### src/rtl/sisc_mem_pkg.sv
// Shared types and constants for the SISC memory arbiter.
package sisc_mem_pkg;

  // Arbiter sequencing states.
  typedef enum logic [1:0] {
    IDLE   = 2'd0,
    ACCESS = 2'd1,
    WAIT   = 2'd2,
    RESP   = 2'd3
  } arb_state_e;

  // Requester identity latched at arbitration.
  typedef logic req_id_t;

  localparam req_id_t REQ_IF = 1'b0;
  localparam req_id_t REQ_DM = 1'b1;

  // Default memory read latency in cycles.
  localparam int unsigned MEM_LAT_DEF = 2;

endpackage

### src/rtl/mem_arb_pick.sv
// Combinational winner select for the memory arbiter.
// MEM_ARB_FAIR_EN: fetch wins once the data-grant streak reaches STARVE_MAX.
module mem_arb_pick
  import sisc_mem_pkg::*;
`ifdef MEM_ARB_FAIR_EN
#(
  parameter int unsigned SC_W       = 3,
  parameter int unsigned STARVE_MAX = 4
)
`endif
(
  input  logic            if_req,
  input  logic            dm_req,
`ifdef MEM_ARB_FAIR_EN
  input  logic [SC_W-1:0] starve_cnt,
`endif
  output req_id_t         pick_c
);

  // Data has priority; fetch wins only when it is the sole requester or is starved.
  always_comb begin
    pick_c = (if_req && !dm_req) ? REQ_IF : REQ_DM;
`ifdef MEM_ARB_FAIR_EN
    if (if_req && (starve_cnt == SC_W'(STARVE_MAX))) begin
      pick_c = REQ_IF;
    end
`endif
  end

endmodule

### src/rtl/mem_arb.sv
// Single-port memory arbiter: fetch vs. load/store, one transaction in flight.
// Optional fairness build: define MEM_ARB_FAIR_EN.
module mem_arb
  import sisc_mem_pkg::*;
#(
  parameter int unsigned ADDR_W     = 16,
  parameter int unsigned DATA_W     = 32,
  parameter int unsigned MEM_LAT    = MEM_LAT_DEF,
  parameter int unsigned STARVE_MAX = 4
)(
  input  logic              clk,
  input  logic              rst_f,
  input  logic              if_req,
  input  logic [ADDR_W-1:0] if_addr,
  output logic              if_gnt,
  output logic              if_rvalid,
  output logic [DATA_W-1:0] if_rdata,
  input  logic              dm_req,
  input  logic              dm_we,
  input  logic [ADDR_W-1:0] dm_addr,
  input  logic [DATA_W-1:0] dm_wdata,
  output logic              dm_gnt,
  output logic              dm_rvalid,
  output logic [DATA_W-1:0] dm_rdata,
  output logic              mem_en,
  output logic              mem_we,
  output logic [ADDR_W-1:0] mem_addr,
  output logic [DATA_W-1:0] mem_wdata,
  input  logic [DATA_W-1:0] mem_rdata,
  output logic              busy
);

  localparam int unsigned CNT_W = (MEM_LAT > 1) ? $clog2(MEM_LAT) : 1;

  arb_state_e        state_q, state_d;
  logic [CNT_W-1:0]  lat_q, lat_d;
  req_id_t           win_q, win_d, pick_c;
  logic              we_q, we_d;
  logic [ADDR_W-1:0] mem_addr_d;
  logic [DATA_W-1:0] mem_wdata_d, if_rdata_d, dm_rdata_d;
  logic              if_gnt_d, dm_gnt_d, if_rvalid_d, dm_rvalid_d;
  logic              mem_en_d, mem_we_d, busy_d;
  logic              arb_c, any_req_c;

  assign arb_c     = (state_q == IDLE) || (state_q == RESP);
  assign any_req_c = if_req || dm_req;

`ifdef MEM_ARB_FAIR_EN
  localparam int unsigned SC_W = $clog2(STARVE_MAX + 1);

  logic [SC_W-1:0] starve_q, starve_d;

  mem_arb_pick #(
    .SC_W       (SC_W),
    .STARVE_MAX (STARVE_MAX)
  ) u_pick (
    .if_req     (if_req),
    .dm_req     (dm_req),
    .starve_cnt (starve_q),
    .pick_c     (pick_c)
  );

  // Streak of data grants made while fetch was waiting.
  always_comb begin
    starve_d = starve_q;
    if (arb_c) begin
      if (!if_req || (pick_c == REQ_IF)) begin
        starve_d = '0;
      end else begin
        starve_d = starve_q + SC_W'(1);
      end
    end
  end
`else
  mem_arb_pick u_pick (
    .if_req (if_req),
    .dm_req (dm_req),
    .pick_c (pick_c)
  );

  // STARVE_MAX only matters in the fairness build; kept so both builds share one parameter list.
  if (STARVE_MAX == 0) begin : g_starve_max_unused
  end
`endif

  // Next state, latched request and next registered outputs.
  always_comb begin
    state_d     = state_q;
    lat_d       = lat_q;
    win_d       = win_q;
    we_d        = we_q;
    mem_addr_d  = mem_addr;
    mem_wdata_d = mem_wdata;
    if_rdata_d  = if_rdata;
    dm_rdata_d  = dm_rdata;
    if_gnt_d    = 1'b0;
    dm_gnt_d    = 1'b0;
    if_rvalid_d = 1'b0;
    dm_rvalid_d = 1'b0;
    mem_en_d    = 1'b0;
    mem_we_d    = 1'b0;

    case (state_q)
      IDLE, RESP: begin
        if (any_req_c) begin
          state_d  = ACCESS;
          win_d    = pick_c;
          mem_en_d = 1'b1;
          if (pick_c == REQ_DM) begin
            we_d        = dm_we;
            mem_addr_d  = dm_addr;
            mem_wdata_d = dm_wdata;
            mem_we_d    = dm_we;
            dm_gnt_d    = 1'b1;
          end else begin
            we_d        = 1'b0;
            mem_addr_d  = if_addr;
            mem_wdata_d = '0;
            if_gnt_d    = 1'b1;
          end
        end else begin
          state_d = IDLE;
        end
      end
      ACCESS: begin
        state_d = WAIT;
        lat_d   = CNT_W'(MEM_LAT - 1);
      end
      WAIT: begin
        if (lat_q == '0) begin
          state_d = RESP;
          if (win_q == REQ_IF) begin
            if_rdata_d  = mem_rdata;
            if_rvalid_d = 1'b1;
          end else begin
            dm_rdata_d  = we_q ? '0 : mem_rdata;
            dm_rvalid_d = 1'b1;
          end
        end else begin
          lat_d = lat_q - CNT_W'(1);
        end
      end
      default: state_d = IDLE;
    endcase

    busy_d = (state_d != IDLE);
  end

  // State and output registers; reset drops any in-flight transaction.
  always_ff @(posedge clk) begin
    if (rst_f) begin
      state_q   <= IDLE;
      lat_q     <= '0;
      win_q     <= REQ_IF;
      we_q      <= 1'b0;
      mem_addr  <= '0;
      mem_wdata <= '0;
      if_rdata  <= '0;
      dm_rdata  <= '0;
      if_gnt    <= 1'b0;
      dm_gnt    <= 1'b0;
      if_rvalid <= 1'b0;
      dm_rvalid <= 1'b0;
      mem_en    <= 1'b0;
      mem_we    <= 1'b0;
      busy      <= 1'b0;
`ifdef MEM_ARB_FAIR_EN
      starve_q  <= '0;
`endif
    end else begin
      state_q   <= state_d;
      lat_q     <= lat_d;
      win_q     <= win_d;
      we_q      <= we_d;
      mem_addr  <= mem_addr_d;
      mem_wdata <= mem_wdata_d;
      if_rdata  <= if_rdata_d;
      dm_rdata  <= dm_rdata_d;
      if_gnt    <= if_gnt_d;
      dm_gnt    <= dm_gnt_d;
      if_rvalid <= if_rvalid_d;
      dm_rvalid <= dm_rvalid_d;
      mem_en    <= mem_en_d;
      mem_we    <= mem_we_d;
      busy      <= busy_d;
`ifdef MEM_ARB_FAIR_EN
      starve_q  <= starve_d;
`endif
    end
  end

endmodule

### config.mk
export PLATFORM = sky130hd
export DESIGN_NAME = mem_arb
export DESIGN_NICKNAME = d
export VERILOG_FILES = /design/src/rtl/sisc_mem_pkg.sv /design/src/rtl/mem_arb_pick.sv /design/src/rtl/mem_arb.sv
export SDC_FILE = /design/constraint.sdc
export NUM_CORES = 1
export LEC_CHECK = 0
export CAP_MARGIN = 30
export CELL_PAD_IN_SITES_DETAIL_PLACEMENT = 0
export CELL_PAD_IN_SITES_GLOBAL_PLACEMENT = 1
export CORE_MARGIN = 2
export CORE_UTILIZATION = 26
export DETAILED_ROUTE_END_ITERATION = 8
export HOLD_SLACK_MARGIN = 0.12
export PLACE_DENSITY = 0.82
export SKIP_CTS_REPAIR_TIMING = 1
export SLEW_MARGIN = 20
export SYNTH_ARGS = -nofsm -noshare
export SYNTH_HDL_FRONTEND = slang
export SYNTH_SLANG_ARGS = --single-unit
### constraint.sdc
create_clock -name clk -period 1.4 [get_ports clk]
set_input_delay 0.21 -clock clk [delete_from_list [all_inputs] [get_ports clk]]
set_output_delay 0.21 -clock clk [all_outputs]
set_load 0.1 [all_outputs]
==> results of run 1 <==
[area by class of cell]
type	instances	area (um^2)	share of cell area, %
clock buffers	19	453	4.76
clock inverters	12	140	1.47
inverters	2	10.0	0.105
multi-input cells	321	2220	23.3
flip-flops and latches	124	2480	26.1
well taps	220	275	2.89
repair buffers	257	3930	41.3
[sequential cells by signal, summed over array words and instances, names as in the netlist]
signal	flops
dm_rdata	32
if_rdata	32
mem_wdata	32
mem_addr	16
state_q	2
busy	1
dm_gnt	1
dm_rvalid	1
if_gnt	1
if_rvalid	1
lat_q	1
mem_en	1
mem_we	1
we_q	1
win_q	1
[through the flow]
step,utilization (%),std cells
after global routing,57.2,955
after detailed placement,49.3,908
after CTS,52.9,939
after floorplan,-,489
after global placement,49.3,908
final,57.2,955
[worst paths after layout]
path	start	endpoint	slack, ns	cells past startpoint
worst max-delay path	state_q[0]	mem_wdata[22]	-0.06	7
worst min-delay path	rst_f	mem_wdata[4]	0.14	2
worst max register to register	state_q[0]	mem_wdata[22]	-0.06	7
worst min register to register	we_q	we_q	0.48	1
[worst max-delay path, stage by stage, from the launching register on]
cell and delay, ns:
sky130_fd_sc_hd__dfxtp_2 0.34, sky130_fd_sc_hd__inv_4 0.05, sky130_fd_sc_hd__ha_4 0.28, sky130_fd_sc_hd__buf_8 0.12
sky130_fd_sc_hd__nand2_4 0.05, sky130_fd_sc_hd__nor2_4 0.23, sky130_fd_sc_hd__clkbuf_16 0.21, sky130_fd_sc_hd__a22o_1 0.13
[power breakdown]
part	switching [uW]	internal, uW
clock	1640	2720
sequential	800	4180
combinational	6550	4250
total	8990	11100
[layout by cell type, fill, tap and decap left out, types with 2 or more instances in the layout]
master and instances:
sky130_fd_sc_hd__a211oi_1 2, sky130_fd_sc_hd__a211oi_2 13, sky130_fd_sc_hd__a21oi_1 48, sky130_fd_sc_hd__a21oi_2 33, sky130_fd_sc_hd__a22o_1 28, sky130_fd_sc_hd__a32oi_1 5, sky130_fd_sc_hd__buf_12 129, sky130_fd_sc_hd__buf_4 19
sky130_fd_sc_hd__buf_6 2, sky130_fd_sc_hd__bufinv_16 2, sky130_fd_sc_hd__clkbuf_16 24, sky130_fd_sc_hd__clkbuf_8 2, sky130_fd_sc_hd__clkdlybuf4s50_1 99, sky130_fd_sc_hd__clkinv_4 5, sky130_fd_sc_hd__clkinvlp_4 3, sky130_fd_sc_hd__dfxtp_1 122
sky130_fd_sc_hd__dfxtp_2 2, sky130_fd_sc_hd__ha_4 2, sky130_fd_sc_hd__nand2_1 93, sky130_fd_sc_hd__nand2_2 2, sky130_fd_sc_hd__nand2_4 19, sky130_fd_sc_hd__nand3b_1 33, sky130_fd_sc_hd__nor2_1 14, sky130_fd_sc_hd__nor2_2 4
sky130_fd_sc_hd__nor2_4 10
[kinds of logic (layout without fill, tap and decap cells)]
group | Yosys count | in the layout | share of synthesized area (%)
fa+ha+maj | 2 | 2 | 0.562
flops | 124 | 124 | 55.8
compound gates | 135 | 135 | 19.2
buf+inv | 45 | 290 | 5.26
simple gates | 183 | 184 | 19.3
[layer usage]
layer  global-route usage (%)  routed length, um  part of all wire [%]  up-vias
met2                     28.0               8370                    49      192
li1                         -                  -                     -     2156
met4                     5.56                300                   1.8        0
met1                     19.0               6750                    40     2194
met3                     7.47               1520                   9.0       23
met5                        0                  0                     0        -
==> impl_metrics.csv, run 1 <==
group,metric,value,unit
run_status,outcome,"complete, but fails checks",
run_status,failed_checks,"setup timing",
timing,clock-skew-final,0.0114,ns
route,drt_drc_violations_left,0,
floorplanning,dieWidth,135,um
critical_path,timing.critical_path.from_type,"register",
critical_path,worstPathMaxFanout,8,
timing,hold_ws,0.138,ns
route,drt_iter0_drc,198,
finish,postLayoutCellArea,0.00951,mm^2
clock_tree,clockBufferDepth,2,
synthesis,post_synth.cell_area_avg,9.10,um^2
hold_path,hold_class,"primary input to register",
placed_design,placed_area,0.00820,mm^2
synthesis,synth_top_cells_by_count,"124 x sky130_fd_sc_hd__dfxtp_1, 114 x sky130_fd_sc_hd__nand2_1, 82 x sky130_fd_sc_hd__a21oi_1, 33 x sky130_fd_sc_hd__nand3b_1, 28 x sky130_fd_sc_hd__a22o_1",
placed_design,dp_slack,-0.352,ns
clock_tree,root_buffer,"sky130_fd_sc_hd__clkbuf_16",
finish,antenna_cells_inserted,0,
finish,fin_nets,826,
route,count_of_tritonroute_iterations_in_the_first_routing_pass,4,
timing,totalNegativeSetupSlack,-1.58,ns
clock_tree,cts_tree,"done",
pwr,power.leakage,0.00349,uW
timing,finalHoldViolCount,0,
global_routing,grt_overflow,0,
floorplanning,die_y,135,um
synthesis,synth.top_cell.area_share,55.8,%
placed_design,io_buffers,219,
timing,worstMarginPinSlew,0.405,ns
clock_tree,cts_made_buffers,17,
clock_tree,ctsHtreeMaxLevel,4,
finish,drive_gt1_share,38.2,%
floorplanning,std_cell_rows,47,
route,count_of_nets_left_with_antenna_violations_after_detail_routing,0,
synthesis,async_reset_ff_share,0,%
synthesis,ys_ff_latch,124,
route,avgViaCountPerCell,4.78,
synthesis,postSynth.topFlopCell,"sky130_fd_sc_hd__dfxtp_1",
clock_tree,clock_sink_count,124,
pwr,power.density,2120,mW/mm^2
critical_path,critPathArrivalTime,1.81,ns
route,finalWirelength,16.9,mm
timing,max-slew-margin-rel,73.0,%
synthesis,synthTopCellsByArea,"sky130_fd_sc_hd__dfxtp_1 56%, sky130_fd_sc_hd__nand2_1 9.6%, sky130_fd_sc_hd__a21oi_1 9.2%",
timing,postLayoutSetupSlackWorst,-0.0569,ns
floorplanning,floorplan_die_area,0.0182,mm^2
route,routed_wire_length_per_instance,17.7,um
synthesis,yosys_warnings,0,
timing,fmax,686,MHz
global_routing,grt_util_all_layers,16.7,%
synthesis,synthDistinctLibCells,30,
critical_path,timing_worst_setup_path_type,"register to register",
placed_design,gp_congestion,0.767,
floorplanning,initial_core_util,26.7,%
timing,final-max-slew-violation-count,0,
finish,layout.filler_cells,1366,
synthesis,sequential_to_total_area_share_from_yosys_stat,55.8,%
route,vias,4565,
finish,syn_to_final_growth,114,%
synthesis,synthesis.nets,592,
critical_path,worstSetupEndpointType,"register",
synthesis,synthesis.instances,489,
flow_run,cap_viol_max_count,0,
critical_path,crit_required,1.75,ns
floorplanning,io-pin-count,220,
clock_tree,worstSkewPairLatency,0.41,ns
pwr,vdd_ir_max,0.00137,V
timing,rsz_0062_raised_after_global_routing,"true",
synthesis,synth_edf_count,0,
placed_design,dp_hpwl,10.7,mm
global_routing,grt_first_pass_wirelength,23.7,mm
global_routing,grt_start_max_net_pins,71,
synthesis,post-synth-top-count-cell,"sky130_fd_sc_hd__dfxtp_1",
timing,period_needed,1.46,ns
clock_tree,cts.reportedPaths.clkPinSlew,0.06,ns
floorplanning,core_area,0.0166,mm^2
synthesis,synth_area,0.00445,mm^2
global_routing,grt_antenna_before_repair,0,
timing,timing.final.setup_violations,54,
global_routing,first_global_vias,4623,
synthesis,synth_largest_area_cell,"sky130_fd_sc_hd__dfxtp_1",
timing,layout_worst_path_cycle_share,104,%
pwr,p_total,20100,uW
Power figures use the tool's default switching activity.
==> run 2: changes to the inputs <==
GPL_TIMING_DRIVEN = 1   (was unset)
==> results of run 2 <==
Same layout as run 1: the final DEF is identical, and so are final timing and power.
==> run 3: changes to the inputs <==
CAP_MARGIN = unset   (was 30)
MAX_ROUTING_LAYER = met4   (was unset)
SKIP_CTS_REPAIR_TIMING = unset   (was 1)
==> impl_metrics.csv, run 3 (synthesis results as in run 1) <==
group,metric,value,unit
run_status,outcome,"complete, but fails checks",
run_status,failed_checks,"setup timing",
timing,max-slew-margin-rel,73.0,%
clock_tree,clock_sink_count,124,
critical_path,worstPathCellList,"ha_4 > or3b_4 > clkbuf_16 > nand2_2 > a21oi_1",
pwr,power.leakage,0.00347,uW
timing,timing.final.setup_violations,47,
finish,syn_to_final_growth,109,%
clock_tree,cts_made_buffers,17,
timing,worstMarginPinSlew,0.403,ns
pwr,cellInternalPower,10800,uW
floorplanning,core_area,0.0166,mm^2
critical_path,setup.worst_path.end,"if_rdata[21]",
floorplanning,floorplan_die_area,0.0182,mm^2
timing,finalHoldViolCount,0,
timing,clock-skew-final,0.0114,ns
placed_design,placed_area,0.00820,mm^2
critical_path,critical_path.reg2reg.endpoint,"if_rdata[21]",
pwr,p_comb_share,52.3,%
clock_tree,cts.reportedPaths.clkPinSlew,0.06,ns
floorplanning,dieWidth,135,um
placed_design,dp_hpwl,10.7,mm
finish,largest_registers,"dm_rdata: 32 flops, if_rdata: 32 flops, mem_wdata: 32 flops",
global_routing,grt_util_all_layers,17.4,%
critical_path,rr_worst_depth,5,
finish,final_common_cell,"sky130_fd_sc_hd__buf_12",
pwr,clock_power_share,22.3,%
timing,layout_worst_path_cycle_share,105,%
critical_path,worstPathMaxFanout,8,
route,avgViaCountPerCell,4.77,
critical_path,cpMaxStageDelayCell,"sky130_fd_sc_hd__or3b_4",
floorplanning,std_cell_rows,47,
global_routing,grt_antenna_before_repair,0,
global_routing,grt_first_pass_wirelength,23.9,mm
hold_path,hold_class,"primary input to register",
critical_path,cp_launch_point,"state_q[1]",
placed_design,gp_congestion,0.777,
critical_path,worst-r2r-setup-slack,-0.07,ns
clock_tree,ctsHtreeMaxLevel,4,
timing,rsz_0062_raised_after_global_routing,"true",
finish,fin_nets,827,
global_routing,grt_start_max_net_pins,71,
pwr,proportion_of_power_drawn_by_flip_flops_and_latches,25.3,%
floorplanning,die_y,135,um
placed_design,dpl.cell_count,908,
finish,drive_gt1_share,33.2,%
finish,antenna_cells_inserted,0,
pwr,netSwitchingPower,8640,uW
route,count_of_nets_left_with_antenna_violations_after_detail_routing,0,
placed_design,io_buffers,219,
floorplanning,io-pin-count,220,
critical_path,critPathArrivalTime,1.76,ns
global_routing,grt_overflow,0,
critical_path,cp_top_family,"simple AND/OR/NAND/NOR gates",
clock_tree,root_buffer,"sky130_fd_sc_hd__clkbuf_16",
finish,postLayoutCellArea,0.00931,mm^2
route,drt_drc_violations_left,0,
timing,period_needed,1.47,ns
clock_tree,cts_tree,"done",
clock_tree,worstSkewPairLatency,0.41,ns
critical_path,timing.critical_path.from_type,"register",
finish,instances_no_fill,956,
critical_path,timing_worst_setup_path_type,"register to register",
critical_path,worst-path-stages,5,
floorplanning,initial_core_util,26.7,%
timing,fmax,679,MHz
finish,highest_count_cells_in_the_layout_ignoring_fill_and_taps,"129 x sky130_fd_sc_hd__buf_12, 122 x sky130_fd_sc_hd__dfxtp_1, 99 x sky130_fd_sc_hd__clkdlybuf4s50_1",
critical_path,crit_path_max_incr_delay,0.45,ns
global_routing,first_global_vias,4681,
route,vias,4557,
placed_design,dp_slack,-0.352,ns
timing,hold_ws,0.364,ns
timing,final-max-slew-violation-count,0,
route,count_of_tritonroute_iterations_in_the_first_routing_pass,4,
pwr,switching_share,44.4,%
critical_path,worstSetupEndpointType,"register",
pwr,p_total,19500,uW
timing,postLayoutSetupSlackWorst,-0.0724,ns
critical_path,worstReg2RegStart,"state_q[1]",
pwr,power.density,2090,mW/mm^2
critical_path,crit_required,1.68,ns
route,routed_wire_length_per_instance,17.8,um
pwr,vdd_ir_max,0.00133,V
route,drt_iter0_drc,186,
clock_tree,clockBufferDepth,2,
route,finalWirelength,17.1,mm
flow_run,cap_viol_max_count,0,
critical_path,critPathBufInv,1,
[run 3: power by group through the flow]
stage	combinational, uW	clock (uW)	sequential, uW
floorplan	1690	0	8750
CTS	9400	4460	4900
finish	10200	4350	4930
global placement	9170	0	4930
global route	10600	4630	5000
detailed placement	9300	0	4950
[run 3: worst min path at each step]
stage / to / slack, ns / cells after the start / start
floorplan: mem_we / 0.33 / 1 / dm_we
global placement: we_q / 0.47 / 1 / we_q
detailed placement: we_q / 0.46 / 1 / we_q
CTS: mem_addr[5] / 0.34 / 3 / if_addr[5]
global route: mem_addr[5] / 0.35 / 3 / if_addr[5]
finish: mem_addr[5] / 0.36 / 3 / if_addr[5]
[run 3: cell type report]
class / count / area [um^2]
clock buffers: 19 / 453
clock inverters: 12 / 140
fillers: 1397 / 7330
inverters: 2 / 10.0
multi-input cells: 321 / 2000
flip-flops and latches: 124 / 2480
well taps: 220 / 275
repair buffers: 258 / 3950
[run 3: metrics by stage]
| step | utilization (%) | TNS, ns |
|---|---|---|
| floorplan | - | -0.604 |
| global placement | 49.3 | -11.00 |
| detailed placement | 49.3 | -13.97 |
| CTS | 53.1 | -0.153 |
| global route | 56.0 | -5.08 |
| finish | 56.0 | -1.12 |
[run 3: layer usage]
| metal | vias to the layer above | wire (um) | share of wire [%] | GRT usage, % |
|---|---|---|---|---|
| met1 | 2191 | 7050 | 41 | 19.7 |
| met5 | - | 0 | 0 | - |
| met4 | 0 | 197 | 1.2 | 5.61 |
| li1 | 2149 | - | - | - |
| met3 | 15 | 1380 | 8.1 | 6.57 |
| met2 | 202 | 8410 | 49 | 28.6 |
[run 3: worst reg2reg max path, cell delays in order (launching register included)]
cell                        delay [ns]
sky130_fd_sc_hd__dfxtp_2          0.37
sky130_fd_sc_hd__ha_4             0.15
sky130_fd_sc_hd__or3b_4           0.45
sky130_fd_sc_hd__clkbuf_16        0.22
sky130_fd_sc_hd__nand2_2          0.08
sky130_fd_sc_hd__a21oi_1          0.08
[run 3: what timing repair did]
action / 4_1_cts / 5_1_grt
pin swaps: 1 / 50
setup endpoints to repair: 75 / 86
cloned: 1 / 9
resized for setup: 8 / 63
endpoints found under the hold margin: 7 / 0
hold buffers: 1 / 0
buffers inserted: 0 / 6
